## src/rtl/dq_pkg.sv

```systemverilog
// Shared definitions for the DQ serial reader/writer pair.
// Holds the FSM state encoding, the default word width and a counter-width helper.
// No logic; imported by every DQ module.
package dq_pkg;

  // Default parallel word width for the DQ4 family.
  localparam int DQ_WIDTH = 4;

  // One-bit FSM state: waiting for a word, or streaming one out.
  typedef enum logic {
    DQ_IDLE  = 1'b0,
    DQ_SHIFT = 1'b1
  } dq_state_e;

  // Bits needed to count down from width-1 to 0.
  function automatic int dq_cnt_width(input int width);
    return (width < 3) ? 1 : $clog2(width);
  endfunction

endpackage

```

## src/rtl/dq_shift_reg.sv

```systemverilog
// WIDTH-bit parallel-load shift register with zero fill.
// Latency: load/shift take effect at the next rising edge; head_o is registered.
// Backpressure: shift_i low holds contents (caller folds stall into shift_i).
module dq_shift_reg
  import dq_pkg::*;
#(
  parameter int WIDTH     = DQ_WIDTH,
  parameter bit MSB_FIRST = 1'b1
) (
  input  logic             clk,
  input  logic             rst_n,
  input  logic             load_i,
  input  logic             shift_i,
  input  logic [0:WIDTH-1] d_i,
  output logic             head_o
);

  logic [0:WIDTH-1] sr_q;
  logic [0:WIDTH-1] sr_d;

  // Next contents: load wins over shift; vacated positions take 0.
  always_comb begin
    sr_d = sr_q;
    if (load_i) begin
      sr_d = d_i;
    end else if (shift_i) begin
      if (MSB_FIRST) begin
        sr_d = {sr_q[1:WIDTH-1], 1'b0};
      end else begin
        sr_d = {1'b0, sr_q[0:WIDTH-2]};
      end
    end
  end

  // Register with synchronous clear.
  always_ff @(posedge clk) begin
    if (!rst_n) begin
      sr_q <= '0;
    end else begin
      sr_q <= sr_d;
    end
  end

  // The bit leaving the register next is the current head.
  assign head_o = MSB_FIRST ? sr_q[0] : sr_q[WIDTH-1];

endmodule

```

## src/rtl/dq4_serial_reader.sv

```systemverilog
// Parallel-to-serial reader: accepts a WIDTH-bit word, emits it one bit per cycle.
// Latency: first bit valid the cycle after the accepting edge; WIDTH+1 cycles per word.
// Backpressure: stall freezes Q/valid/last and all state while shifting; en ignored when busy.
module dq4_serial_reader
  import dq_pkg::*;
#(
  parameter int WIDTH     = DQ_WIDTH,
  parameter bit MSB_FIRST = 1'b1
) (
  input  logic             clk,
  input  logic             rst_n,
  input  logic [0:WIDTH-1] D,
  input  logic             en,
  input  logic             stall,
  output logic             ready,
  output logic             Q,
  output logic             valid,
  output logic             last
);

  localparam int CNT_W = dq_cnt_width(WIDTH);
  localparam logic [CNT_W-1:0] CNT_MAX = CNT_W'(WIDTH - 1);
  localparam logic [CNT_W-1:0] CNT_ONE = CNT_W'(1);

  dq_state_e        state_q;
  dq_state_e        state_d;
  logic [CNT_W-1:0] cnt_q;
  logic [CNT_W-1:0] cnt_d;
  logic             sr_load;
  logic             sr_shift;
  logic             sr_head;

  dq_shift_reg #(
    .WIDTH     (WIDTH),
    .MSB_FIRST (MSB_FIRST)
  ) u_shift_reg (
    .clk     (clk),
    .rst_n   (rst_n),
    .load_i  (sr_load),
    .shift_i (sr_shift),
    .d_i     (D),
    .head_o  (sr_head)
  );

  // Next state, bit counter and shift-register controls; outputs follow state.
  always_comb begin
    state_d  = state_q;
    cnt_d    = cnt_q;
    sr_load  = 1'b0;
    sr_shift = 1'b0;
    ready    = 1'b0;
    valid    = 1'b0;
    last     = 1'b0;
    Q        = 1'b0;
    unique case (state_q)
      DQ_IDLE: begin
        // stall has no meaning here; only en matters.
        ready = 1'b1;
        if (en) begin
          sr_load = 1'b1;
          cnt_d   = CNT_MAX;
          state_d = DQ_SHIFT;
        end
      end
      DQ_SHIFT: begin
        valid = 1'b1;
        Q     = sr_head;
        last  = (cnt_q == '0);
        if (!stall) begin
          sr_shift = 1'b1;
          if (cnt_q == '0) begin
            // Leave at zero rather than wrapping; one idle cycle follows.
            state_d = DQ_IDLE;
          end else begin
            cnt_d = cnt_q - CNT_ONE;
          end
        end
      end
      default: begin
        state_d = DQ_IDLE;
      end
    endcase
  end

  // State and counter registers; reset overrides en and stall.
  always_ff @(posedge clk) begin
    if (!rst_n) begin
      state_q <= DQ_IDLE;
      cnt_q   <= '0;
    end else begin
      state_q <= state_d;
      cnt_q   <= cnt_d;
    end
  end

endmodule

```

## config.mk

```make
export PLATFORM = sky130hd
export DESIGN_NAME = dq4_serial_reader
export DESIGN_NICKNAME = d
export VERILOG_FILES = /design/src/rtl/dq_pkg.sv /design/src/rtl/dq_shift_reg.sv /design/src/rtl/dq4_serial_reader.sv
export SDC_FILE = /design/constraint.sdc
export NUM_CORES = 1
export LEC_CHECK = 0
export CORE_AREA = 10 10 47 49
export CTS_CLUSTER_DIAMETER = 150
export CTS_CLUSTER_SIZE = 16
export DETAILED_ROUTE_END_ITERATION = 8
export DIE_AREA = 0 0 57 59
export GPL_TIMING_DRIVEN = 0
export HOLD_SLACK_MARGIN = 0.06
export PLACE_DENSITY = 0.62
export SLEW_MARGIN = 20
export SYNTH_ARGS = -nofsm -noshare
export SYNTH_HDL_FRONTEND = slang
export SYNTH_SLANG_ARGS = --single-unit
```

## constraint.sdc

```tcl
create_clock -name clk -period 2.2 [get_ports clk]
set_clock_uncertainty 0.2 [all_clocks]
set_input_delay 0.44 -clock clk [delete_from_list [all_inputs] [get_ports clk]]
set_output_delay 0.44 -clock clk [all_outputs]
set_load 0.05 [all_outputs]
```

==> key figures <==
Worst setup path
  • Critical Path Start Type: flip-flop
  • Critical Setup Path Class: reg2out
  • Slowest CP cell: clkdlybuf4s50_1
  • Worst-path fanout max: 2
  • CP Data Arrival Time: 1.40 ns
  • Reg2Reg Depth: 4
  • Crit path buffers/inverters: 1
  • Data required, critical path: 1.56 ns
  • Worst-path cell chain: clkdlybuf4s50_1
  • Crit-path max cell delay: 0.81 ns
  • Worst path depth: 1
  • Crit. End Element: output port
  • CP delay by family, top: buffers and inverters

CTS
  • Cts bufs inserted: 3
  • H-tree depth: 1
  • Root Buffer Master: clkbuf_4
  • CTS tree: done
  • Post-CTS setup buffer count: 0
  • Bufs on Longest Clock Path: 2
  • Worst skew pair latency: 0.25 ns
  • Clock-pin slew on the worst setup and hold paths: 0.05 ns
  • CTS Sinks: 7

Placement
  • DP Area: 477 µm²
  • Port Buf Inserts: 11
  • Post-placement cell count: 67
  • GPL Wtd Cong: 0.672

Floorplan
  • I/O Pins: 12
  • Std cell rows: 14
  • Initial Utilization: 0.247
  • Die area: 3360 µm²
  • Total core area: 1400 µm²
  • Die Width: 57 µm
  • Die Ht: 59 µm

Cells and area
  • Share of layout cells above drive strength 1: 0.200
  • Final Cell Area: 499 µm²
  • Finished Layout Cells: 71
  • # nets final: 65
  • Inserted Diodes: 0
  • Layout area overhead: 44.0%

Detailed routing
  • Final WL: 797 µm
  • Initial DRT Pass Iterations: 2
  • WL/cell: 11.2 µm
  • Final ANT Viol Nets: 0
  • Initial DRC count: 1
  • Vias: 326
  • DRC violation count after routing: 0
  • Vias per cell: 4.59

Synthesis
  • Ys async rst share: 0
  • Mapped Cells: 40
  • Post-synth top cells: 7 x dfxtp_1, 6 x nor3_1, 4 x a21oi_1, 4 x inv_1, 4 x o22ai_1
  • Avg Cell Area, Syn: 8.66 µm²
  • Ys flop type: dfxtp_1
  • Unique cell type count in the Yosys netlist: 16
  • Post-synthesis sequential area ratio: 0.404
  • Count leader, synth: dfxtp_1
  • Top-area cell type share of the netlist area: 0.404
  • Main area contributors after synthesis: dfxtp_1 40%, nor3_1 8.7%, o22ai_1 7.2%
  • Syn Nets: 49
  • Post-Syn Area: 347 µm²
  • Post-synth EDFFs: 0
  • Syn. warnings: 0
  • Area leader, netlist: dfxtp_1
  • Yosys reg bits: 7

Timing
  • # setup viols final: 0
  • Max-slew violations: 0
  • Fin crit period: 2.04 ns
  • Period utilization: 0.925
  • Final TNS setup: 0 ns
  • RSZ-0062 raised after global routing: false
  • Slew at the pin closest to its max-slew limit: 0.504 ns
  • Worst slew margin: 0.664
  • Fmax: 0.491 GHz
  • Hold Slack: 0.269 ns
  • Final hold violation count: 0

Global route
  • Global route total overflow: 0
  • Number of global-route vias before repair: 312
  • GRT Util Overall: 0.0507
  • Largest net degree at the start of global routing: 11
  • First-pass GRT wire length: 1260 µm
  • Initial antenna violation count: 0

Power and ir drop
  • Max VDD drop: 0.324 mV
  • LEAKAGE: 0.000208 µW
  • Power per cell area: 723 nW/µm²

Hold path
  • Worst Hold Depth: 2
  • Hold Crit Class: reg2reg

Status
  • Outcome: finished clean

Run
  • Max-cap violations: 0
-- repair_timing --
item	CTS	global route
hold buffers	0	0
hold endpoints to repair	0	0
gates cloned	0	0
gates resized for setup	2	3
endpoints found under the setup margin	2	2
-- cells by family (layout without fill, tap and decap cells) --
logic type / Yosys count / in the layout / synth area share
and+or+nand+nor: 15 / 15 / 0.289
AOI/OAI and AO/OA: 12 / 12 / 0.195
DFF: 7 / 7 / 0.404
buffers and inverters: 5 / 20 / 0.0758
adders and majority gates: 1 / 1 / 0.0361
-- registers in the layout, indices dropped and copies added, names as in the netlist --
name	cells
u_shift_reg.sr_q	4
state_q	1
cnt_q	2
-- cell type report --
cell class,count,area (µm²)
tap,16,20.0
timing repair buffer,11,106
clock buffer,4,26.3
multi-input combinational,28,180
inverter,4,15.0
fill,164,902
sequential,7,140
buffer,1,11.3
-- report_power, final --
group	total [µW]	switching, µW	internal [µW]
sequential	145	5.69	140
clock	117	47.9	69.2
combinational	98.2	54.5	43.7
-- cells in the final DEF, fill, tap and decap left out --
master and count:
ha_1 1, nand3_1 1, inv_1 4, or3_1 1
clkbuf_1 1, dlygate4sd2_1 1, clkdlybuf4s50_1 8, nand2b_2 1
o21ai_0 3, a21oi_1 4, clkbuf_2 1, dfxtp_1 7
nand2b_4 1, buf_6 1, clkbuf_4 3, nand2_1 1
and2b_2 2, o211ai_1 1, and2_2 2, dlymetal6s2s_1 1
o22ai_1 4, nor3_1 6
-- metrics by stage --
| step | power (µW) | utilization | setup WS (ns) |
|---|---|---|---|
| detailed placement | 249 | 0.340 | 0.00830 |
| floorplan | 215 | - | 0.437 |
| CTS | 367 | 0.357 | 0.00442 |
| finish | 361 | 0.356 | 0.164 |
| global route | 384 | 0.356 | 0.122 |
| global placement | 248 | 0.340 | 0.00818 |
-- per-layer routing --
metal  share of wire  global-route usage  routed length [µm]
met1            0.48              0.0466                 384
met2            0.41              0.0713                 326
met3           0.072              0.0300                  57
met4           0.036              0.0604                  29
met5               0                   0                   0
-- worst paths after layout --
kind / endpoint / from / slack [ns]
worst max-delay path: valid / state_q / 0.16
worst min-delay path: u_shift_reg.sr_q[3] / u_shift_reg.sr_q[3] / 0.27
worst max register to register: cnt_q[1] / cnt_q[0] / 0.81
worst min register to register: u_shift_reg.sr_q[3] / u_shift_reg.sr_q[3] / 0.27
Power figures use the tool's default switching activity.
